### src/rtl/if_id_buf_if.sv
// Fetch/decode bundle for if_id_buf: fetch-side handshake and decode-side fields.
// BubbleCnt/FlushCnt exist only when IFID_STATS_EN is defined.
interface if_id_buf_if #(
  parameter int ADDR_W = 16,
  parameter int DEPTH  = 4
);
  localparam int CW = $clog2(DEPTH) + 1;

  logic              FetchValid;
  logic [ADDR_W-1:0] PcAddr4;
  logic [15:0]       InsOut;
  logic              FetchReady;
  logic              IfIdRst;
  logic              DecStall;
  logic              IdValid;
  logic [ADDR_W-1:0] PcAddr0;
  logic [4:0]        OP;
  logic [2:0]        RegIn1;
  logic [2:0]        RegIn2;
  logic [2:0]        RegIn3;
  logic [4:0]        LastOp;
  logic [10:0]       Src;
  logic [CW-1:0]     Count;
`ifdef IFID_STATS_EN
  logic [15:0]       BubbleCnt;
  logic [15:0]       FlushCnt;
`endif

  // master is the surrounding pipeline (fetch + decode), slave is the buffer
  modport master (
    output FetchValid, PcAddr4, InsOut, IfIdRst, DecStall,
    input  FetchReady, IdValid, PcAddr0, OP, RegIn1, RegIn2, RegIn3, LastOp, Src, Count
`ifdef IFID_STATS_EN
    , input BubbleCnt, FlushCnt
`endif
  );

  modport slave (
    input  FetchValid, PcAddr4, InsOut, IfIdRst, DecStall,
    output FetchReady, IdValid, PcAddr0, OP, RegIn1, RegIn2, RegIn3, LastOp, Src, Count
`ifdef IFID_STATS_EN
    , output BubbleCnt, FlushCnt
`endif
  );
endinterface

### src/rtl/if_id_buf.sv
// IF/ID stage: DEPTH-entry instruction queue feeding a registered decode-field output.
// Define IFID_STATS_EN to add the BubbleCnt/FlushCnt counters.
module if_id_buf #(
  parameter int         ADDR_W = 16,
  parameter int         DEPTH  = 4,
  parameter logic [4:0] NOP_OP = 5'h00
) (
  input logic        Clk,
  input logic        Rst,
  if_id_buf_if.slave bus
);
  localparam int PW = $clog2(DEPTH);
  localparam int CW = PW + 1;
  localparam logic [15:0] BUBBLE_INS = {NOP_OP, 11'b0};

  if (DEPTH < 2 || (DEPTH & (DEPTH - 1)) != 0) begin : g_bad_depth
    $error("if_id_buf: DEPTH must be a power of two and at least 2");
  end

  logic [ADDR_W+15:0] mem [DEPTH];
  logic [PW-1:0]      head_reg, tail_reg;
  logic [CW-1:0]      count_reg;
  logic               id_valid_reg;
  logic [ADDR_W-1:0]  pc_reg;
  logic [15:0]        ins_reg;

  logic fetch_ready, queue_empty, push, advance, pop, write_through, enqueue;

  assign fetch_ready   = (count_reg != CW'(DEPTH));
  assign queue_empty   = (count_reg == '0);
  assign push          = bus.FetchValid && fetch_ready && !bus.IfIdRst;
  assign advance       = !id_valid_reg || !bus.DecStall;
  assign pop           = advance && !queue_empty && !bus.IfIdRst;
  // An empty queue with a free output register bypasses storage entirely
  assign write_through = push && advance && queue_empty;
  assign enqueue       = push && !write_through;

  // Storage is left unreset so it can map onto distributed/block RAM
  always_ff @(posedge Clk) begin
    if (enqueue)
      mem[tail_reg] <= {bus.PcAddr4, bus.InsOut};
  end

  always_ff @(posedge Clk or negedge Rst) begin
    if (!Rst) begin
      head_reg  <= '0;
      tail_reg  <= '0;
      count_reg <= '0;
    end else if (bus.IfIdRst) begin
      head_reg  <= '0;
      tail_reg  <= '0;
      count_reg <= '0;
    end else begin
      if (enqueue)
        tail_reg <= tail_reg + 1'b1;
      if (pop)
        head_reg <= head_reg + 1'b1;
      count_reg <= count_reg + CW'(enqueue) - CW'(pop);
    end
  end

  // Output register holds the raw instruction; decode fields are slices of it
  always_ff @(posedge Clk or negedge Rst) begin
    if (!Rst) begin
      id_valid_reg <= 1'b0;
      pc_reg       <= '0;
      ins_reg      <= BUBBLE_INS;
    end else if (bus.IfIdRst) begin
      id_valid_reg <= 1'b0;
      pc_reg       <= bus.PcAddr4;
      ins_reg      <= BUBBLE_INS;
    end else if (advance) begin
      if (!queue_empty) begin
        id_valid_reg      <= 1'b1;
        {pc_reg, ins_reg} <= mem[head_reg];
      end else if (push) begin
        id_valid_reg <= 1'b1;
        pc_reg       <= bus.PcAddr4;
        ins_reg      <= bus.InsOut;
      end else begin
        id_valid_reg <= 1'b0;
        ins_reg      <= BUBBLE_INS;
      end
    end
  end

  assign bus.FetchReady = fetch_ready;
  assign bus.Count      = count_reg;
  assign bus.IdValid    = id_valid_reg;
  assign bus.PcAddr0    = pc_reg;
  assign bus.OP         = ins_reg[15:11];
  assign bus.RegIn1     = ins_reg[10:8];
  assign bus.RegIn2     = ins_reg[7:5];
  assign bus.RegIn3     = ins_reg[4:2];
  assign bus.LastOp     = ins_reg[4:0];
  assign bus.Src        = ins_reg[10:0];

`ifdef IFID_STATS_EN
  logic [15:0] bubble_cnt_reg, flush_cnt_reg;

  always_ff @(posedge Clk or negedge Rst) begin
    if (!Rst) begin
      bubble_cnt_reg <= '0;
      flush_cnt_reg  <= '0;
    end else begin
      if (bus.IfIdRst)
        flush_cnt_reg <= flush_cnt_reg + 16'd1;
      else if (advance && queue_empty && !push)
        bubble_cnt_reg <= bubble_cnt_reg + 16'd1;
    end
  end

  assign bus.BubbleCnt = bubble_cnt_reg;
  assign bus.FlushCnt  = flush_cnt_reg;
`endif
endmodule
### src/flat_wrapper.sv
// flat-port wrapper written by rule: the top's interface ports become plain ports
module if_id_buf_flat 
#(
  parameter int         ADDR_W = 16,
  parameter int         DEPTH  = 4,
  parameter logic [4:0] NOP_OP = 5'h00
)
  (Clk, Rst, bus_FetchValid, bus_PcAddr4, bus_InsOut, bus_IfIdRst, bus_DecStall, bus_FetchReady, bus_IdValid, bus_PcAddr0, bus_OP, bus_RegIn1, bus_RegIn2, bus_RegIn3, bus_LastOp, bus_Src, bus_Count);
  if_id_buf_if #(.ADDR_W(ADDR_W), .DEPTH(DEPTH)) bus_i ();
  input logic Clk;
  input logic Rst;
  input wire logic [$bits(bus_i.FetchValid)-1:0] bus_FetchValid;
  input wire logic [$bits(bus_i.PcAddr4)-1:0] bus_PcAddr4;
  input wire logic [$bits(bus_i.InsOut)-1:0] bus_InsOut;
  input wire logic [$bits(bus_i.IfIdRst)-1:0] bus_IfIdRst;
  input wire logic [$bits(bus_i.DecStall)-1:0] bus_DecStall;
  output wire logic [$bits(bus_i.FetchReady)-1:0] bus_FetchReady;
  output wire logic [$bits(bus_i.IdValid)-1:0] bus_IdValid;
  output wire logic [$bits(bus_i.PcAddr0)-1:0] bus_PcAddr0;
  output wire logic [$bits(bus_i.OP)-1:0] bus_OP;
  output wire logic [$bits(bus_i.RegIn1)-1:0] bus_RegIn1;
  output wire logic [$bits(bus_i.RegIn2)-1:0] bus_RegIn2;
  output wire logic [$bits(bus_i.RegIn3)-1:0] bus_RegIn3;
  output wire logic [$bits(bus_i.LastOp)-1:0] bus_LastOp;
  output wire logic [$bits(bus_i.Src)-1:0] bus_Src;
  output wire logic [$bits(bus_i.Count)-1:0] bus_Count;
  assign bus_i.FetchValid = bus_FetchValid;
  assign bus_i.PcAddr4 = bus_PcAddr4;
  assign bus_i.InsOut = bus_InsOut;
  assign bus_i.IfIdRst = bus_IfIdRst;
  assign bus_i.DecStall = bus_DecStall;
  assign bus_FetchReady = bus_i.FetchReady;
  assign bus_IdValid = bus_i.IdValid;
  assign bus_PcAddr0 = bus_i.PcAddr0;
  assign bus_OP = bus_i.OP;
  assign bus_RegIn1 = bus_i.RegIn1;
  assign bus_RegIn2 = bus_i.RegIn2;
  assign bus_RegIn3 = bus_i.RegIn3;
  assign bus_LastOp = bus_i.LastOp;
  assign bus_Src = bus_i.Src;
  assign bus_Count = bus_i.Count;
  if_id_buf #(.ADDR_W(ADDR_W), .DEPTH(DEPTH), .NOP_OP(NOP_OP)) u_core (.Clk(Clk), .Rst(Rst), .bus(bus_i));
endmodule
### config.mk
export PLATFORM = sky130hd
export DESIGN_NAME = if_id_buf_flat
export DESIGN_NICKNAME = d
export VERILOG_FILES = /design/src/rtl/if_id_buf_if.sv /design/src/rtl/if_id_buf.sv /design/src/flat_wrapper.sv
export SDC_FILE = /design/constraint.sdc
export NUM_CORES = 1
export LEC_CHECK = 0
export BUFFER_PORTS_ARGS = -buffer_cell sky130_fd_sc_hd__buf_2
export CAP_MARGIN = 40
export CORE_MARGIN = 8
export CORE_UTILIZATION = 25
export DETAILED_ROUTE_END_ITERATION = 8
export SYNTH_ARGS = -nofsm -noshare
export SYNTH_HDL_FRONTEND = slang
export SYNTH_SLANG_ARGS = --single-unit
### constraint.sdc
create_clock -name Clk -period 2.9 [get_ports Clk]
set_clock_uncertainty 0.05 [all_clocks]
set_input_delay 0.58 -clock Clk [delete_from_list [all_inputs] [get_ports Clk]]
set_output_delay 0.58 -clock Clk [all_outputs]
set_load 0.02 [all_outputs]
==> results.md <==
- Run status: finished clean
- Final Hold Fails: 0
- Post-layout net count: roughly 490
- Setup TNS: 0 ns
- CORE AREA: roughly 27000 sq um
- CTS tree: yes
- Share of synthesized registers carrying an async set or reset: 23.8%
- Ys flop type: edfxtp_1
- Number of global-route vias before repair: 4045
- Post-DRT Antenna Nets: 0
- R2R setup slack: 0.38 ns
- Hold Path Class: in2async
- Max frequency: 397 MHz
- Final period util: 86.8%
- Area after DPL: 7550 sq um
- WS Path Type: reg2reg
- Initial antenna violation count: 0
- Worst reg2reg path endpoint: u_core.bus.Count[2]$_DFF_PN0_
- DR WL/cell: 20.5 um
- Total Wirelength: 16400 um
- Hold bufs inserted after CTS: 0
- Fin crit period: 2.52 ns
- Post-Syn Nets: 397
- Fin area: 8130 sq um
- Max FFs per register: 128
- Chip height: 180 um
- Area contributors post-synth: edfxtp_1, dfrtp_1, mux4_2
- Top post-synthesis cells by count: edfxtp_1, dfrtp_1, mux4_2
- CP startpoint: u_core.bus.Count[2]$_DFF_PN0_
- Post-CTS Setup Bufs: 0
- DP Wirelength: 11000 um
- CTS resizes: 0
- Root Buffer: clkbuf_16
- Num CTS Buffers: 17
- Critical path launch point type: flop
- Final setup violation count: 0
- Worst Path Required: 3.19 ns
- Port bufs: 87
- Clk sinks: 168
- Vias/cell: 4.59
- Syn avg cell area: 19.0 sq um
- Gate Count Post-Synth: 353
- GP Congestion: 0.706
- Via count: 3665
- I/O pin cnt: 88
- Die width: 180 um
- FF-to-FF Start: u_core.bus.Count[2]$_DFF_PN0_
- Total grt overflow: 0
- Total power: just over 7 mW
- Residual DRC: 0
- Largest net degree at the start of global routing: 27
- Yosys top cell area share: 57.3%
- Max FO, Critical Path: 8
- RSZ-0062 raised after global routing: no
- Final worst slack: approximately 0.38 ns
- P_leak: 2.98 nW
- YS warnings: 0
- Skew-Pair Late Insertion Delay: 0.42 ns
- MaxCap Viol Count: 0
- Drt pass-1 iters: 4
- PD cells: ~900 nW/um^2
- Sequential cell area fraction in the yosys report: 72.2%
- Mapped Area: roughly 6700 sq um
- Final core occ: 30.5%
- CP max stage delay: 0.47 ns
- CTS max path bufs: 2
- Worst path slowest cell: dfrtp_1
- Row cnt: 60
- Worst Path Arrival: around 2.8 ns
- Share of cells above drive strength 1: 41.5%
- First-pass GRT wire length: 25100 um
- Setup WS pre-CTS: 0.282 ns
- Critical path cell sequence: nand3b_1 -> a211oi_1 -> ha_1 -> inv_1 -> fa_1 -> xor2_1 -> and2_2 -> nor3_1
- Antenna diodes: 0
- Worst VDD drop: ~0.56 mV
- Max-slew violations: 0
- Most frequent cell after synthesis: edfxtp_1
- # H-tree levels: 4
- Reg2reg path depth: 8
- Largest area contributor in the netlist: edfxtp_1
- Register bit count reported by yosys: 168
- Crit end category: flop
- Slew HR: between 40 and 50%
- Die area: around 32000 sq um
- Netlist cell types: 38
- Initial core utilization: 25.2%
- Clock slew at reported path FFs: approximately 0.070 ns
- Initial DRC count: 255
- Post-synth EDFFs: between 100 and 150
- Tightest Pin Transition: around 0.9 ns
- Syn-to-layout area delta: 21.1%
- GRT Overall Usage: 10.3%
==> critical path: cells and delay by family, from the launching register on <==
family / cells / cell delay, ns
simple gates: 3 / 0.56
buf+inv: 1 / 0.06
flops: 1 / 0.47
fa+ha+maj: 2 / 0.65
xor+xnor: 1 / 0.18
compound gates: 1 / 0.46
==> power breakdown <==
| part | switching, mW | internal, mW |
|---|---|---|
| logic | 1.08 | 0.784 |
| registers | 0.252 | 2.90 |
| clock network | 1.00 | 1.22 |
==> kinds of logic after synthesis <==
family          count (synthesis)  share of synthesized area, %
buf+inv                        41                          3.75
xor+xnor                        1                         0.130
simple gates                   60                          5.48
compound gates                 41                          5.83
flops                         168                          72.2
mux                            35                          11.2
fa+ha+maj                       7                          1.42
==> per-layer routing <==
layer  vias up  share of wire (%)  track usage [%]
li1       1612                  -                -
met1      1956                 43             12.3
met2        93                 51             17.2
met5         -                  0                0
met4         0               0.38             2.60
met3         4                5.8             3.81
==> layout by cell type, fill, tap and decap left out, types with 4 or more instances in the layout <==
cell | synthesis | final
dfrtp_1 | 40 | 38
inv_6 | 0 | 4
inv_8 | 0 | 5
and2_2 | 1 | 5
o221a_1 | 9 | 9
edfxtp_1 | 128 | 128
and3_1 | 16 | 16
or3_1 | 17 | 17
a221o_1 | 16 | 16
mux4_2 | 32 | 32
buf_4 | 15 | 16
clkbuf_16 | 0 | 17
nor2_1 | 8 | 7
buf_2 | 3 | 87
inv_1 | 8 | 8
o221a_2 | 6 | 6
ha_1 | 6 | 6
==> worst max path at each step <==
stage / depth (start not counted) / slack (ns) / end
global placement: 9 / 0.39 / u_core.bus.Count[2]$_DFF_PN0_
detailed placement: 9 / 0.28 / u_core.bus.Count[2]$_DFF_PN0_
CTS: 8 / 0.39 / u_core.bus.Count[2]$_DFF_PN0_
finish: 8 / 0.38 / u_core.bus.Count[2]$_DFF_PN0_
floorplan: 12 / 0.25 / u_core.bus.Count[2]$_DFF_PN0_
global route: 8 / 0.11 / u_core.bus.Count[2]$_DFF_PN0_
==> cell type report <==
| class | instances | area, sq um |
|---|---|---|
| well taps | 341 | 427 |
| repair buffers | 106 | 606 |
| multi-input cells | 144 | 1640 |
| clock buffers | 17 | 425 |
| clock inverters | 15 | 158 |
| inverters | 8 | 30.0 |
| fillers | 2597 | 18500 |
| flip-flops and latches | 168 | 4850 |
==> metrics by stage <==
stage	hold WS, ns	std cells
after floorplan	0.234	353
after global placement	0.442	764
after detailed placement	0.449	767
after CTS	0.0230	799
after global routing	0.0335	799
final	0.0344	799
Note: power is estimated with default switching activity, not from simulation.
